**src/rtl/uart_tx_arbiter.sv**
```systemverilog
// Round-robin arbiter sharing one uart_tx between NUM_REQ byte producers.
// Optional WAIT watchdog enabled by defining UART_ARB_TIMEOUT_EN.
module uart_tx_arbiter #(
  parameter int unsigned NUM_REQ      = 4,
  parameter int unsigned GAP_CLKS     = 2,
  parameter int unsigned TIMEOUT_CLKS = 4096
) (
  input  logic                 tx_clk,
  input  logic                 tx_rst,
  input  logic [NUM_REQ-1:0]   req,
  input  logic [NUM_REQ*8-1:0] req_data,
  output logic [NUM_REQ-1:0]   gnt,
  output logic [NUM_REQ-1:0]   done,
  output logic [7:0]           tx_din,
  output logic                 tx_start,
  input  logic                 tx_done,
  output logic                 busy,
  output logic                 timeout_err
);

  localparam int unsigned PW = $clog2(NUM_REQ);
  localparam int unsigned GW = (GAP_CLKS > 1) ? $clog2(GAP_CLKS) : 1;

  if (NUM_REQ < 2 || NUM_REQ > 8 || TIMEOUT_CLKS < 2) begin : g_cfg_check
    $error("uart_tx_arbiter: unsupported parameter values");
  end

  typedef enum logic [1:0] {
    S_IDLE,
    S_START,
    S_WAIT,
    S_GAP
  } state_t;

  state_t             state_q, state_d;
  logic [PW-1:0]      ptr_q, ptr_d;
  logic [PW-1:0]      sel_q, sel_d;
  logic [NUM_REQ-1:0] gnt_q, gnt_d;
  logic [7:0]         din_q, din_d;
  logic [GW-1:0]      gap_cnt_q, gap_cnt_d;

  logic               found;
  logic [PW-1:0]      win;
  logic [PW-1:0]      idx;
  logic               to_expire;

  // Scan from the slot after the last grant, wrapping, first set bit wins.
  always_comb begin
    found = 1'b0;
    win   = '0;
    idx   = '0;
    for (int unsigned i = 1; i <= NUM_REQ; i++) begin
      idx = PW'((32'(ptr_q) + i) % NUM_REQ);
      if (!found && req[idx]) begin
        found = 1'b1;
        win   = idx;
      end
    end
  end

`ifdef UART_ARB_TIMEOUT_EN
  localparam int unsigned TW = $clog2(TIMEOUT_CLKS);

  logic [TW-1:0] to_cnt_q, to_cnt_d;

  always_comb begin
    to_cnt_d  = (state_q == S_WAIT) ? to_cnt_q + 1'b1 : '0;
    to_expire = (state_q == S_WAIT) && !tx_done &&
                (32'(to_cnt_q) == TIMEOUT_CLKS - 1);
  end

  always_ff @(posedge tx_clk or posedge tx_rst) begin
    if (tx_rst) to_cnt_q <= '0;
    else        to_cnt_q <= to_cnt_d;
  end
`else
  assign to_expire = 1'b0;
`endif

  always_comb begin
    state_d   = state_q;
    ptr_d     = ptr_q;
    sel_d     = sel_q;
    gnt_d     = gnt_q;
    din_d     = din_q;
    gap_cnt_d = gap_cnt_q;
    done      = '0;
    case (state_q)
      S_IDLE: begin
        if (found) begin
          sel_d      = win;
          gnt_d      = '0;
          gnt_d[win] = 1'b1;
          din_d      = req_data[{win, 3'b000} +: 8];
          state_d    = S_START;
        end
      end
      S_START: state_d = S_WAIT;
      S_WAIT: begin
        // tx_done on the watchdog expiry cycle counts as a normal completion
        if (tx_done || to_expire) begin
          if (tx_done) done = gnt_q;
          gnt_d     = '0;
          ptr_d     = sel_q;
          gap_cnt_d = '0;
          state_d   = (GAP_CLKS == 0) ? S_IDLE : S_GAP;
        end
      end
      S_GAP: begin
        if (32'(gap_cnt_q) + 1 >= GAP_CLKS) state_d = S_IDLE;
        else                                gap_cnt_d = gap_cnt_q + 1'b1;
      end
      default: state_d = S_IDLE;
    endcase
  end

  always_ff @(posedge tx_clk or posedge tx_rst) begin
    if (tx_rst) begin
      state_q   <= S_IDLE;
      ptr_q     <= PW'(NUM_REQ - 1);
      sel_q     <= '0;
      gnt_q     <= '0;
      din_q     <= '0;
      gap_cnt_q <= '0;
    end else begin
      state_q   <= state_d;
      ptr_q     <= ptr_d;
      sel_q     <= sel_d;
      gnt_q     <= gnt_d;
      din_q     <= din_d;
      gap_cnt_q <= gap_cnt_d;
    end
  end

  assign gnt         = gnt_q;
  assign tx_din      = din_q;
  assign tx_start    = (state_q == S_START);
  assign busy        = (state_q != S_IDLE);
  assign timeout_err = to_expire;

endmodule

```
**config.mk**
```make
export PLATFORM = sky130hd
export DESIGN_NAME = uart_tx_arbiter
export DESIGN_NICKNAME = d
export VERILOG_FILES = /design/src/rtl/uart_tx_arbiter.sv
export SDC_FILE = /design/constraint.sdc
export NUM_CORES = 1
export LEC_CHECK = 0
export BUFFER_PORTS_ARGS = -buffer_cell sky130_fd_sc_hd__buf_2
export CAP_MARGIN = 30
export CORE_MARGIN = 8
export CORE_UTILIZATION = 46
export CTS_CLUSTER_DIAMETER = 50
export DETAILED_ROUTE_END_ITERATION = 7
export PLACE_DENSITY = 0.78
export SLEW_MARGIN = 30
export SYNTH_ARGS = -nofsm -noshare
export SYNTH_HDL_FRONTEND = slang
export SYNTH_SLANG_ARGS = --single-unit
```
**constraint.sdc**
```tcl
create_clock -name tx_clk -period 2.1 [get_ports tx_clk]
set_input_delay 0.105 -clock tx_clk [delete_from_list [all_inputs] [get_ports tx_clk]]
set_output_delay 0.105 -clock tx_clk [all_outputs]
set_load 0.03 [all_outputs]
```
==> run metrics <==
Setup Skew=7.98 ps; P&R area growth vs syn=27.8%; CP required=2310 ps; most used cells in the layout excluding fill and tap cells=buf_2, nor2_1, dfrtp_1; Fmax achieved=543 MHz; WL/cell=16.2 µm; grt ovf=0; Worst Setup Path Type=flip-flop to flip-flop; average cell area after synthesis=9.39 µm²; CTS Buf Count=3; die area=4530 µm²; Core Footprint=2480 µm²; Final GP Congestion=0.810; YS warnings=0; Final Hold Fails=0; Setup violations, final=0; critical path, cell by cell=mux2i_1, o22ai_2, nor2_4, mux2i_1, a211oi_1; first-pass GRT wire length=5.56 mm; initial core utilization=48.9%; CP max FO=10; Die Y-Extent=67.3 µm; H-tree level count=1; Worst-Margin Slew=714 ps; Leak=0.765 nW; 1st-iter DRT viols=65; Ports=58; Final HPWL DP=2.77 mm; Final min period=1840 ps; clock slew at reported path FFs=120 ps; port bufs=56; CP most frequent cell=mux2i_1; Pins Over Slew Limit=0; Mapped Area=1210 µm²; detailed-route wire length=3.49 mm; Post-DP Area=1500 µm²; Synth Register Bits=19; Slew HR=52.4%; CTS tree=yes; max_cap viols=0; Yosys top cell by area=dfrtp_1; ranking of synthesized cells by area=dfrtp_1, a211oi_1, mux2i_1, nor2_1, nor3b_1; # diodes=0; delay-heaviest family, CP=flip-flops; FILL cells=217; Setup TNS=0 ps; drc violations=0; vias per cell=5.37; post-route insts no fill=216; antenna violations before repair=0; worst vdd ir=0.857 mV; CP bufs+invs=0; share of layout cells above drive strength 1=39.2%; Hold Crit Class=input port to flip-flop; root buf cell=clkbuf_4; Seq/Total Area, Yosys=39.5%; syn_nets=172; CP Launch Type=flip-flop; CP arrival=2060 ps; final instance area=1550 µm²; pwr dens=1390 nW/µm²; Skew-Pair Late Insertion Delay=310 ps; Yosys top cell area share=35.1%; placed cells=211; CP Capture Type=flip-flop; RSZ-0062 raised after global routing=no; Worst path max stage delay=600 ps; antenna-violating nets left=0; Vias=1160; Pre-antenna DRT Iters=4; largest net degree at the start of global routing=20; fin nets=230; Mapped Cells=129; Total GRT Usage=15.7%; vias in the first global route=1255; row cnt=18; Max Root-Sink Buffers=2; Netlist cell types=30; Clock Sink Count=19; status=complete, no violations; Die W=67.3 µm; CP max-delay cell=dfstp_2; Hold WS=125 ps; commonest non-fill, non-tap cell in the layout=buf_2; crit share post-route=87.8%
==> through the flow <==
step | util (%) | power (mW) | worst slack [ps]
after floorplan | - | 1.62 | 331
after global placement | 60.5 | 1.90 | 168
after detailed placement | 60.5 | 1.95 | 9.82
after CTS | 62.4 | 2.16 | 167
after global routing | 62.5 | 2.32 | 95.0
final | 62.5 | 2.15 | 257
==> cells by family (layout without fill, tap and decap cells) <==
group / count (synthesis) / in the layout / synth area share [%]
simple gates: 39 / 39 / 17.6
compound gates: 34 / 34 / 20.4
buf+inv: 20 / 77 / 8.06
flops: 19 / 19 / 39.5
mux: 12 / 12 / 10.1
fa+ha+maj: 4 / 4 / 4.13
other cells: 1 / 1 / 0.310
==> what timing repair did <==
action                                 4_1_cts  5_1_grt
buffers inserted                             0        0
gates resized for setup                      1        1
endpoints found under the hold margin       17        0
setup endpoints to repair                    7        1
hold buffers                                 1        0
==> area by class of cell <==
cell class / instances / area (µm²) / share of cell area [%]
multi-input cells: 90 / 644 / 41.6
flip-flops and latches: 19 / 478 / 30.9
repair buffers: 59 / 305 / 19.7
inverters: 14 / 52.6 / 3.40
well taps: 30 / 37.5 / 2.43
clock buffers: 3 / 22.5 / 1.46
clock inverters: 1 / 7.51 / 0.485
==> state kept, by name, indices dropped and copies added (netlist names) <==
signal / count
gap_cnt_q: 1
gnt: 4
ptr_q: 2
sel_q: 2
state_q: 2
tx_din: 8
==> synth_stat cells <==
master	count
nor2_1	18
dfrtp_1	17
a211oi_1	16
inv_1	14
mux2i_1	10
nor3b_1	8
a21oi_1	5
nand2_1	5
ha_1	4
o22ai_1	4
buf_4	3
o21ai_0	3
dfstp_2	2
mux2_2	2
nand2b_1	2
o32ai_1	2
a21bo_2	1
a21oi_4	1
a32o_1	1
buf_2	1
clkbuf_1	1
clkbuf_8	1
conb_1	1
nor2_4	1
nor4_1	1
o21a_1	1
or2_1	1
or2b_1	1
or2b_4	1
or3_4	1
==> power breakdown <==
part	internal, mW	total (mW)	switching, mW
combinational	0.463	1.29	0.825
sequential	0.557	0.667	0.110
clock	0.0726	0.195	0.123
total	1.09	2.15	1.06
==> routing by layer <==
metal	global-route usage [%]	part of all wire, %	vias up
met3	4.80	7.1	8
met2	27.6	53	36
li1	-	-	566
met1	16.8	38	550
met4	7.31	1.9	0
met5	0	0	-
==> worst reg2reg max path, stage by stage (launching register included) <==
cell and delay, ps:
dfstp_2 600, mux2i_1 220, o22ai_2 180, nor2_4 330, mux2i_1 150, a211oi_1 260
==> final timing paths <==
check	slack [ps]	endpoint	cells past startpoint	from
setup / recovery	260	tx_din[0]	5	ptr_q[1]
hold / removal	130	tx_din[1]	3	req_data[9]
setup reg to reg	260	tx_din[0]	5	ptr_q[1]
hold reg to reg	520	ptr_q[1]	2	sel_q[1]
max in group asynchronous	1200	tx_din[2]	3	tx_rst
min in group asynchronous	440	state_q[1]	3	tx_rst
Note: power is estimated with default switching activity, not from simulation.
